==> config.mk <==
export PLATFORM = sky130hd
export DESIGN_NAME = video_timing_prom_seq
export DESIGN_NICKNAME = d
export VERILOG_FILES = /design/src/rtl/video_timing_prom_seq.sv
export SDC_FILE = /design/constraint.sdc
export NUM_CORES = 1
export LEC_CHECK = 0
export BUFFER_PORTS_ARGS = -buffer_cell sky130_fd_sc_hd__clkbuf_2
export CELL_PAD_IN_SITES_DETAIL_PLACEMENT = 0
export CELL_PAD_IN_SITES_GLOBAL_PLACEMENT = 1
export CORE_UTILIZATION = 40
export DETAILED_ROUTE_END_ITERATION = 6
export MAX_ROUTING_LAYER = met4
export PLACE_DENSITY = 0.84
export SKIP_CTS_REPAIR_TIMING = 1
export SYNTH_ARGS = -nofsm -noshare
export SYNTH_HDL_FRONTEND = slang
export SYNTH_SLANG_ARGS = --single-unit
==> constraint.sdc <==
create_clock -name ck -period 3.9 [get_ports ck]
set_input_delay 0.39 -clock ck [delete_from_list [all_inputs] [get_ports ck]]
set_output_delay 0.39 -clock ck [all_outputs]
set_load 0.02 [all_outputs]
==> src/rtl/video_timing_prom_seq.sv <==
// Purpose : horizontal/vertical video timing sequencer; addresses the 256x4 timing PROM and registers its decode.
// Latency : sync/blank/alpha/frame strobes lag hcount/vcount by 1 ck; the PROM address is combinational.
// Backpressure: none; pix_en freezes the counters, and the output stage re-registers every ck.
//
// Ports:
//   ck          system clock, rising edge
//   reset       asynchronous, active-high
//   pix_en      pixel clock enable; counters advance only when 1
//   prom_A      PROM address (two pixels per entry)
//   prom_CE1_b  PROM chip enable 1, active-low (held high in reset so the PROM tri-states)
//   prom_CE2_b  PROM chip enable 2, active-low
//   prom_O      registered PROM data: [0] hsync, [1] hblank, [2] alpha fetch slot, [3] reserved
//   hcount      current pixel column, 0..H_TOTAL-1 (H_TOTAL must not exceed 512)
//   vcount      current line, 0..V_TOTAL-1
//   hsync_b     horizontal sync, active-low
//   vsync_b     vertical sync, active-low
//   hblank      horizontal blank
//   vblank      vertical blank
//   alpha_fetch one-ck strobe per pixel in an alpha tile fetch slot
//   frame_start one-ck pulse after the counters wrap to (0,0)
module video_timing_prom_seq #(
   parameter int H_TOTAL      = 456,
   parameter int V_TOTAL      = 262,
   parameter int VBLANK_START = 240,
   parameter int VBLANK_END   = 0,
   parameter int VSYNC_START  = 244,
   parameter int VSYNC_END    = 247
) (
   input  logic       ck,
   input  logic       reset,
   input  logic       pix_en,
   output logic [7:0] prom_A,
   output logic       prom_CE1_b,
   output logic       prom_CE2_b,
   input  logic [3:0] prom_O,
   output logic [8:0] hcount,
   output logic [8:0] vcount,
   output logic       hsync_b,
   output logic       vsync_b,
   output logic       hblank,
   output logic       vblank,
   output logic       alpha_fetch,
   output logic       frame_start
);

   localparam logic [8:0] H_LAST = 9'(H_TOTAL - 1);
   localparam logic [8:0] V_LAST = 9'(V_TOTAL - 1);
   localparam logic [8:0] VB_S   = 9'(VBLANK_START);
   localparam logic [8:0] VB_E   = 9'(VBLANK_END);
   localparam logic [8:0] VS_S   = 9'(VSYNC_START);
   localparam logic [8:0] VS_E   = 9'(VSYNC_END);

   // Half-open window [s, e). When s > e the window wraps through the
   // end of the frame back to line 0.
   function automatic logic in_window(input logic [8:0] v,
                                      input logic [8:0] s,
                                      input logic [8:0] e);
      if (s <= e)
         return (v >= s) && (v < e);
      else
         return (v >= s) || (v < e);
   endfunction

   logic [8:0] hnext;
   logic [8:0] vnext;
   logic       h_wrap;
   logic       v_wrap;
   logic       ce_b;
   logic [1:0] valid_sr;
   logic       pix_en_d;
   logic       vblank_dec;
   logic       vsync_dec;

   // Bit 3 of the PROM word is reserved.
   logic       unused_prom_bit;
   assign unused_prom_bit = prom_O[3];

   // ------------------------------------------------------------------
   // Counter next-state and PROM address
   // ------------------------------------------------------------------
   always_comb begin
      h_wrap = (hcount == H_LAST);
      v_wrap = (vcount == V_LAST);
      hnext  = h_wrap ? 9'd0 : hcount + 9'd1;
      vnext  = v_wrap ? 9'd0 : vcount + 9'd1;
   end

   // The PROM registers its output on the same edge that moves hcount, so
   // it is given the post-edge column; its output then always matches the
   // column currently held in hcount.
   assign prom_A = pix_en ? hnext[8:1] : hcount[8:1];

   assign prom_CE1_b = ce_b;
   assign prom_CE2_b = ce_b;

   // ------------------------------------------------------------------
   // Vertical decode (parameter compares, no PROM involvement)
   // ------------------------------------------------------------------
   always_comb begin
      vblank_dec = in_window(vcount, VB_S, VB_E);
      vsync_dec  = in_window(vcount, VS_S, VS_E);
   end

   // ------------------------------------------------------------------
   // Counters
   // ------------------------------------------------------------------
   always_ff @(posedge ck or posedge reset) begin
      if (reset) begin
         hcount <= 9'd0;
         vcount <= 9'd0;
      end else if (pix_en) begin
         hcount <= hnext;
         if (h_wrap)
            vcount <= vnext;
      end
   end

   // ------------------------------------------------------------------
   // PROM enable and output-valid tracking
   // ------------------------------------------------------------------
   // The PROM is tri-stated in reset, so its first registered word after
   // release is garbage; valid_sr[1] marks the first trustworthy word.
   always_ff @(posedge ck or posedge reset) begin
      if (reset) begin
         ce_b     <= 1'b1;
         valid_sr <= 2'b00;
         pix_en_d <= 1'b0;
      end else begin
         ce_b     <= 1'b0;
         valid_sr <= {valid_sr[0], 1'b1};
         pix_en_d <= pix_en;
      end
   end

   // ------------------------------------------------------------------
   // Registered output stage (every ck, independent of pix_en)
   // ------------------------------------------------------------------
   always_ff @(posedge ck or posedge reset) begin
      if (reset) begin
         hsync_b     <= 1'b1;
         vsync_b     <= 1'b1;
         hblank      <= 1'b1;
         vblank      <= 1'b1;
         alpha_fetch <= 1'b0;
      end else if (!valid_sr[1]) begin
         hsync_b     <= 1'b1;
         vsync_b     <= 1'b1;
         hblank      <= 1'b1;
         vblank      <= 1'b1;
         alpha_fetch <= 1'b0;
      end else begin
         hsync_b     <= ~prom_O[0];
         hblank      <= prom_O[1];
         // prom_O stays on one entry while pix_en is low; qualifying with
         // the delayed enable fires the strobe once per pixel, not per ck.
         alpha_fetch <= prom_O[2] & pix_en_d;
         vblank      <= vblank_dec;
         vsync_b     <= ~vsync_dec;
      end
   end

   always_ff @(posedge ck or posedge reset) begin
      if (reset)
         frame_start <= 1'b0;
      else
         frame_start <= pix_en & h_wrap & v_wrap;
   end

endmodule

# Word-level counts from Yosys, hierarchy flattened
# Cells that the tools add are included.
[word_totals]
regBits = 28
inputBits = 7
out_inout_bits = 34
wordCells = 35
[classes]
addsub = 2
magnitude_cmp = 4
n_eq_ne = 2
muxes = 8
n_bitwise = 5
n_reduce_logical = 3
[op_table]
columns = ["cell", "count"]
rows = [
  ["9-bit by 1-bit adder with 9-bit output, second input constant", 2],
  ["9-bit == test, second input constant", 2],
  ["9-bit by 8-bit greater-or-equal comparator with 1-bit output, second input constant", 2],
  ["9-bit 2-to-1 mux", 2],
  ["9-bit by 1-bit less-than comparator with 1-bit output, second input constant", 1],
  ["9-bit by 8-bit less-than comparator with 1-bit output, second input constant", 1],
  ["8-bit 2-to-1 mux", 1],
  ["1-bit 2-to-1 mux", 5],
  ["1-bit bitwise AND", 3],
  ["1-bit NOT", 2],
  ["2-bit AND reduction", 1],
  ["1-bit logical AND", 1],
  ["1-bit logical OR", 1],
]

# Longest topological paths before layout
[logic_depth]
ltp_word = 4
mapped_depth = 7

# Worst setup path before layout
# OpenSTA, ideal clock, no wires.
[synth_timing]
path_kind = "flip-flop to output port"
startpoint = "reg hcount[0]"
endpoint = "out prom_A[5]"
arrival_time_ns = 1.704
required_ns = 3.510
slack_ns = 1.806
stages_incl_launch_ff = 7
n_path_buf = 2
cell_sequence = "dfrtp_1 > ha_1 > and3_1 > and3_1 > buf_4 > buf_6 > a21oi_1"
[synth_between]
elab_chain_len = 3
word_cells_on_any_way = 4
[synth_rtl]
columns = ["item", "line", "source"]
rows = [
  ["from (decl)", "36", "output logic [8:0] hcount,"],
  ["from (signal assigned)", "112", "hcount <= hnext;"],
  ["9-bit by 1-bit adder with 9-bit output / 9-bit == test (equally long branches)", "84, 82", ""],
  ["9-bit 2-to-1 mux (*)", "84", "hnext = h_wrap ? 9'd0 : hcount + 9'd1;"],
  ["8-bit 2-to-1 mux (*)", "91", "assign prom_A = pix_en ? hnext[8:1] : hcount[8:1];"],
  ["to (decl)", "32", "output logic [7:0] prom_A,"],
]
# Mark *: on every way between the ends. The rest lies on a longest branch, timed or not.

# Worst setup path in the final report
[layout_timing]
startpoint = "reg hcount[0]"
endpoint = "out prom_A[2]"
# Same word-level chain as after synthesis.

==> run metrics <==
status=finished, violations left; failing checks=design-rule violations; async set-reset flop share out of synthesis=between 90% and 100%; Least-Margin Pin Slew=between 1 and 1.5 ns; WHS Path Cells=2; Yosys reg bits=28; Critical Path RT=approximately 3.5 ns; worst reg2reg endpoint=vcount[6]; most common cell after layout, fill and taps aside=clkbuf_2; leakage=0.756 nW; most frequent cells in the layout=39 x clkbuf_2, 23 x dfrtp_1, 8 x xnor2_1; drt drc=2; share of layout cells above drive strength 1=a little over a third; Post-Synthesis Cells=112; Worst Setup End Kind=output pin; gr ovfl total=0; Crit path top cell by count=and3_1; CTS Sinks=28; antenna cells=0; Tot GR Track Use=15.3%; Top Family by Delay on Critical Path=simple AND/OR/NAND/NOR gates; synth unique cells=30; Critical Path Fanout Max=15; largest net degree at the start of global routing=29; Tightest Hold Check Type=input port to register; crit path kind=register to output pin; sequential cell area fraction in the yosys report=56.2%; dpl hpwl=1.75 mm; clock transition at the registers of the reported paths=0.14 ns; Area Growth Syn to Fin=21.8%; Die W=approximately 58 microns; crit-path max cell delay=just over 0.5 ns; IO Pins=41; FF-to-FF setup slack=around 2.1 ns; Setup TNS Final=0 ns; Reg2Reg Depth=5; Fin. Hold Viols=0; Worst Skew=between 0.002 and 0.0025 ns; initial core utilization=between 40% and 50%; Critical Path Source Type=register; vias in the first global route=between 800 and 900; RR Startpoint=hcount[0]; CTS root buffer=clkbuf_4; CTS H-tree depth=1; min-delay src=prom_O[0]; initial DRC count=37; critical path arrival=2.04 ns; Avg WL per Cell=about 12 microns; initial antenna violation count=0; Via Count=949; Max-Slew Margin vs Limit=about a third; CTS Buf Count=3; Final GP Congestion=around 0.73; chip height=~58 microns; Pwr Density=between 500 and 600 mW/mm^2; sequence of cells on the critical path=ha_1, and3_1, and3_1, nor2_1, clkbuf_2; Fmax=between 0.4 and 0.5 GHz; max_cap viols=0; # fillers=between 200 and 300; Crit path buffers/inverters=1; ANT nets after route=0; Hold EP=hsync_b; top-area cell type share of the netlist area=between 40% and 50%; drt total wl=roughly 2.3 mm; syn avg cell area=roughly 11 sq um; I/O Buffers=39; global-route wire length before repair=around 3.8 mm; Longest Clk Path Bufs=2; Slew Viols, Final=0; post-synth top area cell=dfrtp_1; vias per inst=about 5; VDD IR max=between 300 and 400 uV; commonest register cell after synthesis=dfrtp_1; minimum clock period=~2.4 ns; Mapped Area=roughly 0.0013 sq mm; Clock Latency Late Sink=0.32 ns; Synth area leaders=dfrtp_1 46%, dfstp_2 10%, xnor2_1 5.6%; CTS tree=done; die area=0.00337 sq mm; Ys Warns=0; fin nets=around 160; unrepaired setup endpoints after global routing=false; CORE AREA=about 0.0029 sq mm; critical path's slowest cell=and3_1; Setup Slack @ Placement=~1.8 ns; post-route setup slack=approximately 1.5 ns; Final period util=~62%; Syn Nets=between 100 and 150; final setup fails=0; DRT Pass-1 Iters=6; FP Rows=19; EDFF count, synth=0
## final cells by class
class,count,area [sq um],area share [%]
inverters,7,26.3,1.72
multi-input cells,74,498,32.5
well taps,42,52.6,3.43
repair buffers,39,195,12.7
flip-flops and latches,28,707,46.2
clock inverters,1,30.0,1.96
clock buffers,3,22.5,1.47
## per-layer routing
layer / routed length, microns / track usage [%] / vias up
met4: 44 / 7.14 / 0
li1: - / - / 458
met1: 1030 / 18.7 / 458
met2: 1130 / 25.3 / 28
met5: 0 / - / -
met3: 106 / 2.01 / 5
## worst max path at each step
stage	startpoint	endpoint	cells after the start
CTS	hcount[0]	prom_A[2]	5
global route	hcount[0]	prom_A[6]	5
finish	hcount[0]	prom_A[2]	5
floorplan	hcount[0]	prom_A[5]	6
detailed placement	hcount[3]	prom_A[2]	4
global placement	hcount[0]	prom_A[7]	5
## sequential cells by signal (all words and copies together) (netlist names)
register,flops
pix_en_d,1
hsync_b,1
prom_CE1_b,1
alpha_fetch,1
vblank,1
hcount,9
vsync_b,1
hblank,1
vcount,9
frame_start,1
valid_sr,2
## kinds of logic after synthesis
| kind of cell | synth area share (%) |
|---|---|
| simple gates | 21.2 |
| compound gates | 5.17 |
| flops | 56.2 |
| xor+xnor | 6.97 |
| mux | 1.69 |
| buf+inv | 4.18 |
| other cells | 0.597 |
| fa+ha+maj | 3.98 |
## per-stage QoR
stage	cells	util (%)	hold WS (ns)	total power, W	cell area (sq um)
global placement	190	51.4	0.332	0.000640	1480
detailed placement	190	51.4	0.336	0.000648	1480
finish	194	53.2	0.168	0.000826	1530
CTS	194	53.2	0.156	0.000837	1530
global route	194	53.2	0.143	0.000874	1530
floorplan	112	-	0.331	0.000552	1260
## synth_stat cells, types with 2 or more instances
| cell type | number |
|---|---|
| dfrtp_1 | 23 |
| dfstp_2 | 5 |
| and3_1 | 4 |
| a21oi_1 | 5 |
| nor2b_1 | 3 |
| nand3_1 | 6 |
| nor3_1 | 2 |
| o21ai_0 | 5 |
| nand2b_1 | 2 |
| buf_4 | 2 |
| nand4_1 | 3 |
| nand2_1 | 7 |
| xor2_1 | 2 |
| or3_1 | 2 |
| conb_1 | 2 |
| xnor2_1 | 8 |
| and4_1 | 2 |
| nor2_1 | 7 |
| inv_1 | 7 |
| nor4_2 | 2 |
| ha_1 | 4 |
## power breakdown
part / switching, W / internal [W]
Clock: 0.0000820 / 0.000104
Combinational: 0.000172 / 0.0000876
Sequential: 0.0000501 / 0.000331
Total: 0.000304 / 0.000522
(Power assumes the default switching activity.)
